**config.mk**
```make
export PLATFORM = sky130hd
export DESIGN_NAME = pwm_cfg_sequencer
export DESIGN_NICKNAME = d
export VERILOG_FILES = /design/src/rtl/pwm_cfg_sequencer.sv
export SDC_FILE = /design/constraint.sdc
export NUM_CORES = 1
export LEC_CHECK = 0
export ABC_AREA = 0
export ABC_CLOCK_PERIOD_IN_PS = 4700
export CAP_MARGIN = 15
export CORE_ASPECT_RATIO = 1.25
export CORE_MARGIN = 2
export CORE_UTILIZATION = 46
export CTS_BUF_LIST = sky130_fd_sc_hd__clkbuf_4
export CTS_CLUSTER_DIAMETER = 30
export CTS_CLUSTER_SIZE = 10
export DETAILED_ROUTE_END_ITERATION = 8
export PLACE_DENSITY = 0.77
export SYNTH_ARGS = -nofsm -noshare
export SYNTH_HDL_FRONTEND = slang
export SYNTH_SLANG_ARGS = --single-unit
```
**constraint.sdc**
```tcl
create_clock -name clk -period 4.7 [get_ports clk]
set_input_delay 0.705 -clock clk [delete_from_list [all_inputs] [get_ports clk]]
set_output_delay 0.705 -clock clk [all_outputs]
set_load 0.02 [all_outputs]
```
**src/rtl/pwm_cfg_sequencer.sv**
```systemverilog
// pwm_cfg_sequencer
//   Period-synchronous configuration controller for the fast PWM generator.
//   A host configuration (period top, two duty compares, ramp flag) is taken
//   through a valid/ready handshake into shadow registers and applied to the
//   PWM only on the edge that ends a PWM period. With ramp enabled, each duty
//   moves toward its target by at most RAMP_STEP per period.
//
// Ports
//   clk, reset_n             shared clock, asynchronous active-low reset
//   cfg_valid / cfg_ready    host handshake, one configuration outstanding
//   cfg_top/cnta/cntb/ramp   requested configuration, sampled at accept
//   timer_top, pwm_cnta/b    registered settings driven into the PWM
//   period_tick              high in the last cycle of every PWM period
//   busy                     a configuration is pending or ramping
module pwm_cfg_sequencer #(
  parameter int WIDTH     = 32,
  parameter int RAMP_STEP = 16
) (
  input  logic             clk,
  input  logic             reset_n,
  input  logic             cfg_valid,
  output logic             cfg_ready,
  input  logic [WIDTH-1:0] cfg_top,
  input  logic [WIDTH-1:0] cfg_cnta,
  input  logic [WIDTH-1:0] cfg_cntb,
  input  logic             cfg_ramp,
  output logic [WIDTH-1:0] timer_top,
  output logic [WIDTH-1:0] pwm_cnta,
  output logic [WIDTH-1:0] pwm_cntb,
  output logic             period_tick,
  output logic             busy
);

  typedef enum logic [1:0] {IDLE, PEND, RAMP} state_t;

  localparam logic signed [WIDTH:0] STEP_S = (WIDTH+1)'(RAMP_STEP);
  localparam logic        [WIDTH-1:0] STEP_U = WIDTH'(RAMP_STEP);

  state_t           state, state_nxt;
  logic [WIDTH-1:0] cnt;
  logic [WIDTH-1:0] tgt_top, tgt_a, tgt_b;
  logic             tgt_ramp;
  logic [WIDTH-1:0] top_nxt, a_nxt, b_nxt;
  logic             load_tgt;

  // Move cur toward tgt by at most RAMP_STEP. The difference is taken one bit
  // wider and signed so that large moves in either direction never wrap.
  function automatic logic [WIDTH-1:0] step_toward(input logic [WIDTH-1:0] cur,
                                                   input logic [WIDTH-1:0] tgt);
    logic signed [WIDTH:0] diff;
    diff = $signed({1'b0, tgt}) - $signed({1'b0, cur});
    if (diff > STEP_S)
      step_toward = cur + STEP_U;
    else if (diff < -STEP_S)
      step_toward = cur - STEP_U;
    else
      step_toward = tgt;
  endfunction

  // Mirror of the PWM counter: same rule and same top register keep both aligned.
  assign period_tick = (cnt >= timer_top);

  always_ff @(posedge clk or negedge reset_n) begin
    if (!reset_n)
      state <= IDLE;
    else
      state <= state_nxt;
  end

  always_comb begin
    state_nxt = state;
    top_nxt   = timer_top;
    a_nxt     = pwm_cnta;
    b_nxt     = pwm_cntb;
    cfg_ready = 1'b0;
    busy      = 1'b1;
    load_tgt  = 1'b0;
    case (state)
      IDLE: begin
        cfg_ready = 1'b1;
        busy      = 1'b0;
        if (cfg_valid) begin
          load_tgt  = 1'b1;
          state_nxt = PEND;
        end
      end
      PEND, RAMP: begin
        // The accept-cycle boundary is skipped naturally: we are still in IDLE then.
        if (period_tick) begin
          top_nxt = tgt_top;
          if (!tgt_ramp) begin
            a_nxt = tgt_a;
            b_nxt = tgt_b;
          end else begin
            a_nxt = step_toward(pwm_cnta, tgt_a);
            b_nxt = step_toward(pwm_cntb, tgt_b);
          end
          if (a_nxt == tgt_a && b_nxt == tgt_b)
            state_nxt = IDLE;
          else
            state_nxt = RAMP;
        end
      end
      default: state_nxt = IDLE;
    endcase
  end

  always_ff @(posedge clk or negedge reset_n) begin
    if (!reset_n) begin
      cnt       <= '0;
      timer_top <= '0;
      pwm_cnta  <= '0;
      pwm_cntb  <= '0;
      tgt_top   <= '0;
      tgt_a     <= '0;
      tgt_b     <= '0;
      tgt_ramp  <= 1'b0;
    end else begin
      // Uses the old top, so the counter wraps on the same edge the top changes.
      cnt       <= (cnt < timer_top) ? cnt + 1'b1 : '0;
      timer_top <= top_nxt;
      pwm_cnta  <= a_nxt;
      pwm_cntb  <= b_nxt;
      if (load_tgt) begin
        tgt_top  <= cfg_top;
        tgt_a    <= cfg_cnta;
        tgt_b    <= cfg_cntb;
        tgt_ramp <= cfg_ramp;
      end
    end
  end

endmodule
```
==> results.yml, run 1 <==
detailed_routing:
  ant_nets: 0
  drcViolationCount: 0
  route.vias.total: 20880
  routed_wl_mm: 76.53
  post_drt_wl_per_cell_um: 22.34
  post_drt_via_cell_ratio: 6.095
  detail_route.first_pass.iterations: 7
  drt_iter0_markers: 1479
floorplanning:
  fp.dieH_um: 230.1
  width_of_the_die_um: 184.9
  die_area_um2: 42550
  placement_rows: 82
  io_pins: 199
  design.core.area_um2: 40220
  start_util_pct: 46.79
grt:
  grt_overflow: 0
  grt_start_max_net_pins: 106
  global_route_wire_length_before_repair_mm: 118.1
  total_global_routing_track_utilization_pct: 35.60
  grt_pass1_vias: 21360
  grt_antenna_before_repair: 2
timing:
  setup_repair_after_global_routing_missed_its_margin: "true"
  setup_viol_count_final: 3
  timing.final.crit_share_pct: 106.4
  clock-skew-final_ns: 0.1033
  timing.hold.ws_ns: 0.4888
  final_hold_viol_count: 0
  timing.final.crit_period_ns: 5.002
  max_slew_margin_pct: 30.93
  maxClockFrequency_mhz: 199.9
  worst_margin_slew_ns: 1.028
  fin_ws_ns: -0.3016
  final_max_slew_viol_count: 0
setup_path:
  critical_path.cell_chain: "inv_1 > ha_2 > fa_2 > nand2b_4 > a21o_1 > buf_4 > a311o_1 > a2111o_1 > o21ai_2 > nor3_2 > a2111oi_4 > nand4b_1 > buf_4 > o21a_4 > a221oi_4 > a21oi_2 > o2bb2a_1 > a31o_1 > a41o_1 > a32oi_1"
  timing.critical_path.mode_cell: "sky130_fd_sc_hd__buf_4"
  worstSetupEndpointType: "register"
  worstSetupPathType: "register to register"
  rr_startpoint: "tgt_a[0]$_DFFE_PN0P_"
  cp_data_required_time_ns: 5.32
  worst_path_buf_inv: 3
  cp-endpoint: "state[1]$_DFFE_PN0P_"
  setup.reg_to_reg.worst_slack_ns: -0.30
  critPathLaunch: "tgt_a[0]$_DFFE_PN0P_"
  slowest_stage: "sky130_fd_sc_hd__a2111o_1"
  maximum_single_stage_delay_on_the_critical_path_ns: 0.51
  count_of_cells_along_the_worst_register_to_register_path: 20
  crit_path_start_kind: "register"
  worstPathArrival_ns: 5.62
  critical_path_cell_count: 20
  rr_endpoint: "state[1]$_DFFE_PN0P_"
  critical_path.top_delay_family: "compound AO/OA/AOI/OAI gates"
  critPathMaxFanout: 6
synthesis:
  post_synth_main_area_contributors: "sky130_fd_sc_hd__dfrtp_1 30%, sky130_fd_sc_hd__mux2_2 8.0%, sky130_fd_sc_hd__ha_1 6.8%"
  synth_sequential_area_ratio_pct: 30.19
  asyncSetResetFlopFracSynth_pct: 100.0
  post_synthesis_instance_total: 2241
  yosysMostFrequentCell: "sky130_fd_sc_hd__dfrtp_1"
  synth_cell_types: 95
  synth-warning-count: 0
  synth-edff-count: 0
  yosys.area.top_type_share_pct: 30.19
  synth_ff_type: "sky130_fd_sc_hd__dfrtp_1"
  synthesis.nets: 2446
  avgSynthCellArea_um2: 8.397
  yosys_register_bits: 227
  synth_top_cells_by_count: "227 x sky130_fd_sc_hd__dfrtp_1, 203 x sky130_fd_sc_hd__nand2_1, 157 x sky130_fd_sc_hd__nor2_1, 138 x sky130_fd_sc_hd__o21ai_0, 134 x sky130_fd_sc_hd__mux2_2"
  synth_area_um2: 18820
  post-synth-top-area-cell: "sky130_fd_sc_hd__dfrtp_1"
place:
  detailedPlacementHpwl_mm: 60.25
  buffer_ports.inserted: 198
  gp_congestion: 1.052
  post_dp_cell_area_um2: 24510
status:
  status: "finished, violations left"
  violations: "setup timing"
flow_run:
  number_of_violations_of_the_max_capacitance_limit: 0
clock_tree:
  clkSlewWorstSetupHoldPaths_ns: 0.10
  cts_made_buffers: 44
  clock_root_buffer: "sky130_fd_sc_hd__clkbuf_4"
  h-tree-depth: 2
  clkSinkCount: 227
  worstSkewPairLatency_ns: 0.76
  cts_tree: "done"
  clockBufferDepth: 3
final_layout:
  drive_gt1_share_pct: 27.48
  fin_area_um2: 25910
  syn_to_final_growth_pct: 37.71
  layout.filler_cells: 3418
  design.final.nets: 3050
  final_core_util_pct: 64.43
min_path:
  hold_path_class: "register to register"
==> cells in the final DEF, fill, tap and decap left out, types with 22 or more instances in the layout <==
cell type,n
sky130_fd_sc_hd__nand2_1,199
sky130_fd_sc_hd__xnor2_1,126
sky130_fd_sc_hd__nor2_1,149
sky130_fd_sc_hd__and3_1,37
sky130_fd_sc_hd__nand3_1,72
sky130_fd_sc_hd__o21ai_0,125
sky130_fd_sc_hd__inv_1,132
sky130_fd_sc_hd__clkbuf_4,49
sky130_fd_sc_hd__dfrtp_1,224
sky130_fd_sc_hd__a22oi_1,32
sky130_fd_sc_hd__clkdlybuf4s50_1,197
sky130_fd_sc_hd__xor2_1,54
sky130_fd_sc_hd__nor4_1,26
sky130_fd_sc_hd__o211ai_1,22
sky130_fd_sc_hd__mux2_2,132
sky130_fd_sc_hd__a21oi_1,115
sky130_fd_sc_hd__nand4_1,63
sky130_fd_sc_hd__nor3_1,47
sky130_fd_sc_hd__ha_1,99
sky130_fd_sc_hd__o22ai_1,49
sky130_fd_sc_hd__buf_4,459
==> worst register-to-register path, cell delays in order, from the launching register on <==
cell	delay (ns)
sky130_fd_sc_hd__dfrtp_1	0.35
sky130_fd_sc_hd__inv_1	0.05
sky130_fd_sc_hd__ha_2	0.19
sky130_fd_sc_hd__fa_2	0.36
sky130_fd_sc_hd__nand2b_4	0.15
sky130_fd_sc_hd__a21o_1	0.20
sky130_fd_sc_hd__buf_4	0.15
sky130_fd_sc_hd__a311o_1	0.35
sky130_fd_sc_hd__a2111o_1	0.51
sky130_fd_sc_hd__o21ai_2	0.15
sky130_fd_sc_hd__nor3_2	0.08
sky130_fd_sc_hd__a2111oi_4	0.32
sky130_fd_sc_hd__nand4b_1	0.26
sky130_fd_sc_hd__buf_4	0.23
sky130_fd_sc_hd__o21a_4	0.23
sky130_fd_sc_hd__a221oi_4	0.30
sky130_fd_sc_hd__a21oi_2	0.06
sky130_fd_sc_hd__o2bb2a_1	0.29
sky130_fd_sc_hd__a31o_1	0.21
sky130_fd_sc_hd__a41o_1	0.26
sky130_fd_sc_hd__a32oi_1	0.20
==> per-layer routing <==
layer	vias up	part of all wire, %	GRT usage [%]
met2	939	51	63.90
met3	312	5.7	4.736
met5	-	0	0
met1	10130	36	39.28
met4	0	7.2	22.37
li1	9504	-	-
==> cells by family (layout without fill, tap and decap cells) <==
family / count (synthesis) / after routing / synth area share [%]
adder cells (fa/ha/maj): 106 / 106 / 7.115
multiplexers: 139 / 139 / 8.285
AO/OA/AOI/OAI: 618 / 618 / 21.84
AND/OR/NAND/NOR: 720 / 720 / 19.02
other: 0 / 2 / 0
flip-flops: 227 / 227 / 30.19
XOR/XNOR: 181 / 181 / 8.425
buffers and inverters: 250 / 887 / 5.120
==> timing repair <==
item | 4_1_cts | 5_1_grt
setup endpoints to repair | 51 | 60
hold buffers | 1 | 0
buffers inserted | 11 | 8
endpoints found under the hold margin | 11 | 0
gates resized for setup | 52 | 69
gates cloned | 1 | 3
pin swaps | 34 | 39
==> area by class of cell <==
class | count | area (um2) | share of cell area, %
inverter | 134 | 506.7 | 1.956
clock inverter | 30 | 325.3 | 1.255
clock buffer | 49 | 367.9 | 1.420
antenna | 2 | 5.005 | 0.01931
multi-input combinational | 1764 | 12650 | 48.84
timing repair buffer | 674 | 5685 | 21.94
tap | 546 | 683.2 | 2.636
sequential | 227 | 5684 | 21.94
==> sequential cells by signal, summed over array words and instances, names as in the netlist <==
| register | cells |
|---|---|
| pwm_cnta | 32 |
| tgt_b | 32 |
| pwm_cntb | 32 |
| tgt_top | 32 |
| state | 2 |
| timer_top | 32 |
| cnt | 32 |
| tgt_a | 32 |
| tgt_ramp | 1 |
==> metrics by stage <==
step	cells	setup slack (ns)	TNS, ns
after floorplan	2241	0.0008797	0
after global placement	3323	-0.2442	-0.6535
after detailed placement	3323	-0.3310	-3.018
after CTS	3415	-0.2583	-0.2743
after global routing	3426	-0.4654	-2.857
final	3426	-0.3016	-0.3182
==> worst min path at each step <==
stage / startpoint / end / slack, ns / depth (start not counted)
5_1_grt: tgt_top[23]$_DFFE_PN0P_ / timer_top[23]$_DFFE_PN0P_ / 0.50 / 1
6_report: tgt_top[2]$_DFFE_PN0P_ / timer_top[2]$_DFFE_PN0P_ / 0.49 / 1
2_1_floorplan: reset_n / cnt[0]$_DFF_PN0_ / 0.41 / 0
3_3_place_gp: tgt_top[11]$_DFFE_PN0P_ / timer_top[11]$_DFFE_PN0P_ / 0.48 / 1
3_5_place_dp: tgt_top[9]$_DFFE_PN0P_ / timer_top[9]$_DFFE_PN0P_ / 0.49 / 1
4_1_cts: tgt_top[23]$_DFFE_PN0P_ / timer_top[23]$_DFFE_PN0P_ / 0.49 / 1
Power of run 1 is left out: the tool's default activity adds up to more than one toggle a clock period on the data nets, which glitch-free logic cannot reach.
==> run 2: changes to the inputs <==
--- a/config.mk
+++ b/config.mk
@@ -6,7 +6,7 @@
 export NUM_CORES = 1
 export LEC_CHECK = 0
 export ABC_AREA = 0
-export ABC_CLOCK_PERIOD_IN_PS = 4700
+export ABC_CLOCK_PERIOD_IN_PS = 5600
 export CAP_MARGIN = 15
 export CORE_ASPECT_RATIO = 1.25
 export CORE_MARGIN = 2
@@ -15,7 +15,7 @@
 export CTS_CLUSTER_DIAMETER = 30
 export CTS_CLUSTER_SIZE = 10
 export DETAILED_ROUTE_END_ITERATION = 8
-export PLACE_DENSITY = 0.77
+export PLACE_DENSITY = 0.74
 export SYNTH_ARGS = -nofsm -noshare
 export SYNTH_HDL_FRONTEND = slang
 export SYNTH_SLANG_ARGS = --single-unit
==> constraint.sdc (replaced) <==
create_clock -name clk -period 5.6 [get_ports clk]
set_input_delay 0.84 -clock clk [delete_from_list [all_inputs] [get_ports clk]]
set_output_delay 0.84 -clock clk [all_outputs]
set_load 0.02 [all_outputs]
==> results.yml, run 2 (synthesized netlist as in run 1, its figures left out) <==
status:
  status: "completed"
setup_path:
  count_of_cells_along_the_worst_register_to_register_path: 18
  crit_path_start_kind: "register"
  critPathMaxFanout: 15
  worstSetupEndpointType: "register"
  worstPathArrival_ns: 5.98
  worstSetupPathType: "register to register"
  cp_data_required_time_ns: 6.19
floorplanning:
  width_of_the_die_um: 184.9
  placement_rows: 82
  die_area_um2: 42550
  start_util_pct: 46.79
  io_pins: 199
  design.core.area_um2: 40220
  fp.dieH_um: 230.1
detailed_routing:
  drcViolationCount: 0
  detail_route.first_pass.iterations: 5
  post_drt_wl_per_cell_um: 22.97
  routed_wl_mm: 71.08
  route.vias.total: 19320
  post_drt_via_cell_ratio: 6.245
  drt_iter0_markers: 1666
  ant_nets: 0
timing:
  worst_margin_slew_ns: 1.064
  final_hold_viol_count: 0
  timing.final.crit_share_pct: 96.15
  timing.hold.ws_ns: 0.1256
  max_slew_margin_pct: 29.09
  setup_viol_count_final: 0
  maxClockFrequency_mhz: 185.7
  timing.final.crit_period_ns: 5.384
  final_max_slew_viol_count: 0
  clock-skew-final_ns: 0.09596
grt:
  grt_antenna_before_repair: 4
  grt_overflow: 0
  grt_pass1_vias: 19510
  global_route_wire_length_before_repair_mm: 110.5
  total_global_routing_track_utilization_pct: 33.37
  grt_start_max_net_pins: 122
clock_tree:
  h-tree-depth: 2
  clkSinkCount: 227
  cts_made_buffers: 53
  cts_hold_buffers: 0
  clkSlewWorstSetupHoldPaths_ns: 0.09
  clockBufferDepth: 3
  cts_tree: "done"
  clock_root_buffer: "sky130_fd_sc_hd__clkbuf_4"
  worstSkewPairLatency_ns: 0.81
place:
  buffer_ports.inserted: 198
  gp_congestion: 1.025
  detailedPlacementHpwl_mm: 55.47
final_layout:
  final_common_cell: "sky130_fd_sc_hd__dfrtp_1"
  seq_area_um2: 5684
  syn_to_final_growth_pct: 21.98
  layout.filler_cells: 3736
  design.final.nets: 2704
  layout.cells.most_common_list: "224 x sky130_fd_sc_hd__dfrtp_1, 201 x sky130_fd_sc_hd__nand2_1, 197 x sky130_fd_sc_hd__clkdlybuf4s50_1, 155 x sky130_fd_sc_hd__nor2_1, 137 x sky130_fd_sc_hd__o21ai_0"
  drive_gt1_share_pct: 15.45
  multiInputGateArea_um2: 12300
min_path:
  hold_path_class: "input pin to async pin"
flow_run:
  number_of_violations_of_the_max_capacitance_limit: 0
-- run 2: cell types whose count changed in the layout (fill, tap and decap cells not counted), moves of 6 or more --
cell                       delta
sky130_fd_sc_hd__buf_4      -340
sky130_fd_sc_hd__buf_6       -10
sky130_fd_sc_hd__clkbuf_4     +8
sky130_fd_sc_hd__nor2_1       +6
sky130_fd_sc_hd__o21ai_0     +12
sky130_fd_sc_hd__o21ai_1      -6
sky130_fd_sc_hd__o21ai_2      -6
-- run 2: path summary, 6_finish.rpt --
check,slack (ns),startpoint,end
setup / recovery,0.22,pwm_cntb[20]$_DFFE_PN0P_,state[1]$_DFFE_PN0P_
hold / removal,0.13,reset_n,tgt_b[16]$_DFFE_PN0P_
hold reg to reg,0.51,tgt_top[24]$_DFFE_PN0P_,timer_top[24]$_DFFE_PN0P_
min in group clk,0.51,tgt_top[24]$_DFFE_PN0P_,timer_top[24]$_DFFE_PN0P_
setup reg to reg,0.22,pwm_cntb[20]$_DFFE_PN0P_,state[1]$_DFFE_PN0P_
max in group asynchronous,4.07,reset_n,pwm_cnta[20]$_DFFE_PN0P_
-- run 2: through the flow --
stage               instances  TNS [ns]  instance area, um2  utilization (%)  setup WS [ns]
floorplan                2241         0               18820                -         0.6523
global placement         2987         0               21960            54.61        0.07476
detailed placement       2987         0               21960            54.61        0.03537
CTS                      3087         0               22830            56.76        0.08853
global route             3094  -0.02687               22950            57.07       -0.02687
finish                   3094         0               22950            57.07         0.2155
-- run 2: what timing repair did --
action / 4_1_cts / 5_1_grt
buffers inserted: 0 / 3
setup endpoints to repair: 1 / 7
gates resized for setup: 1 / 21
-- run 2: cell type report --
class                   count  area share, %
clock inverters            43          1.870
flip-flops and latches    227          24.76
multi-input cells        1764          53.57
clock buffers              57          1.864
well taps                 546          2.976
repair buffers            319          12.72
inverters                 134          2.191
diodes                      4        0.04361
-- run 2: per-layer routing --
layer  vias to the layer above  global-route usage (%)  share of wire (%)  routed length (um)
met3                       289                   5.987                7.0                4952
met5                         -                       0                  0                   0
met1                      9241                   37.99                 37               26090
li1                       8828                       -                  -                   -
met2                       965                   56.91                 49               34730
met4                         0                   22.00                7.5                5307
-- run 2: critical path: stages (launching register included) --
cell,delay [ns]
sky130_fd_sc_hd__dfrtp_1,0.51
sky130_fd_sc_hd__inv_1,0.20
sky130_fd_sc_hd__ha_1,0.47
sky130_fd_sc_hd__a21oi_1,0.16
sky130_fd_sc_hd__o21ai_0,0.56
sky130_fd_sc_hd__a2111oi_0,0.14
sky130_fd_sc_hd__and3_1,0.23
sky130_fd_sc_hd__a211oi_1,0.34
sky130_fd_sc_hd__and4_1,0.24
sky130_fd_sc_hd__nand4_1,0.15
sky130_fd_sc_hd__or4_4,0.61
sky130_fd_sc_hd__and2_1,0.25
sky130_fd_sc_hd__buf_4,0.22
sky130_fd_sc_hd__a22oi_1,0.26
sky130_fd_sc_hd__nand2_1,0.11
sky130_fd_sc_hd__a22o_1,0.18
sky130_fd_sc_hd__a211oi_1,0.23
sky130_fd_sc_hd__a41o_1,0.22
sky130_fd_sc_hd__a32oi_1,0.11
Power of run 2 is left out for the same reason.
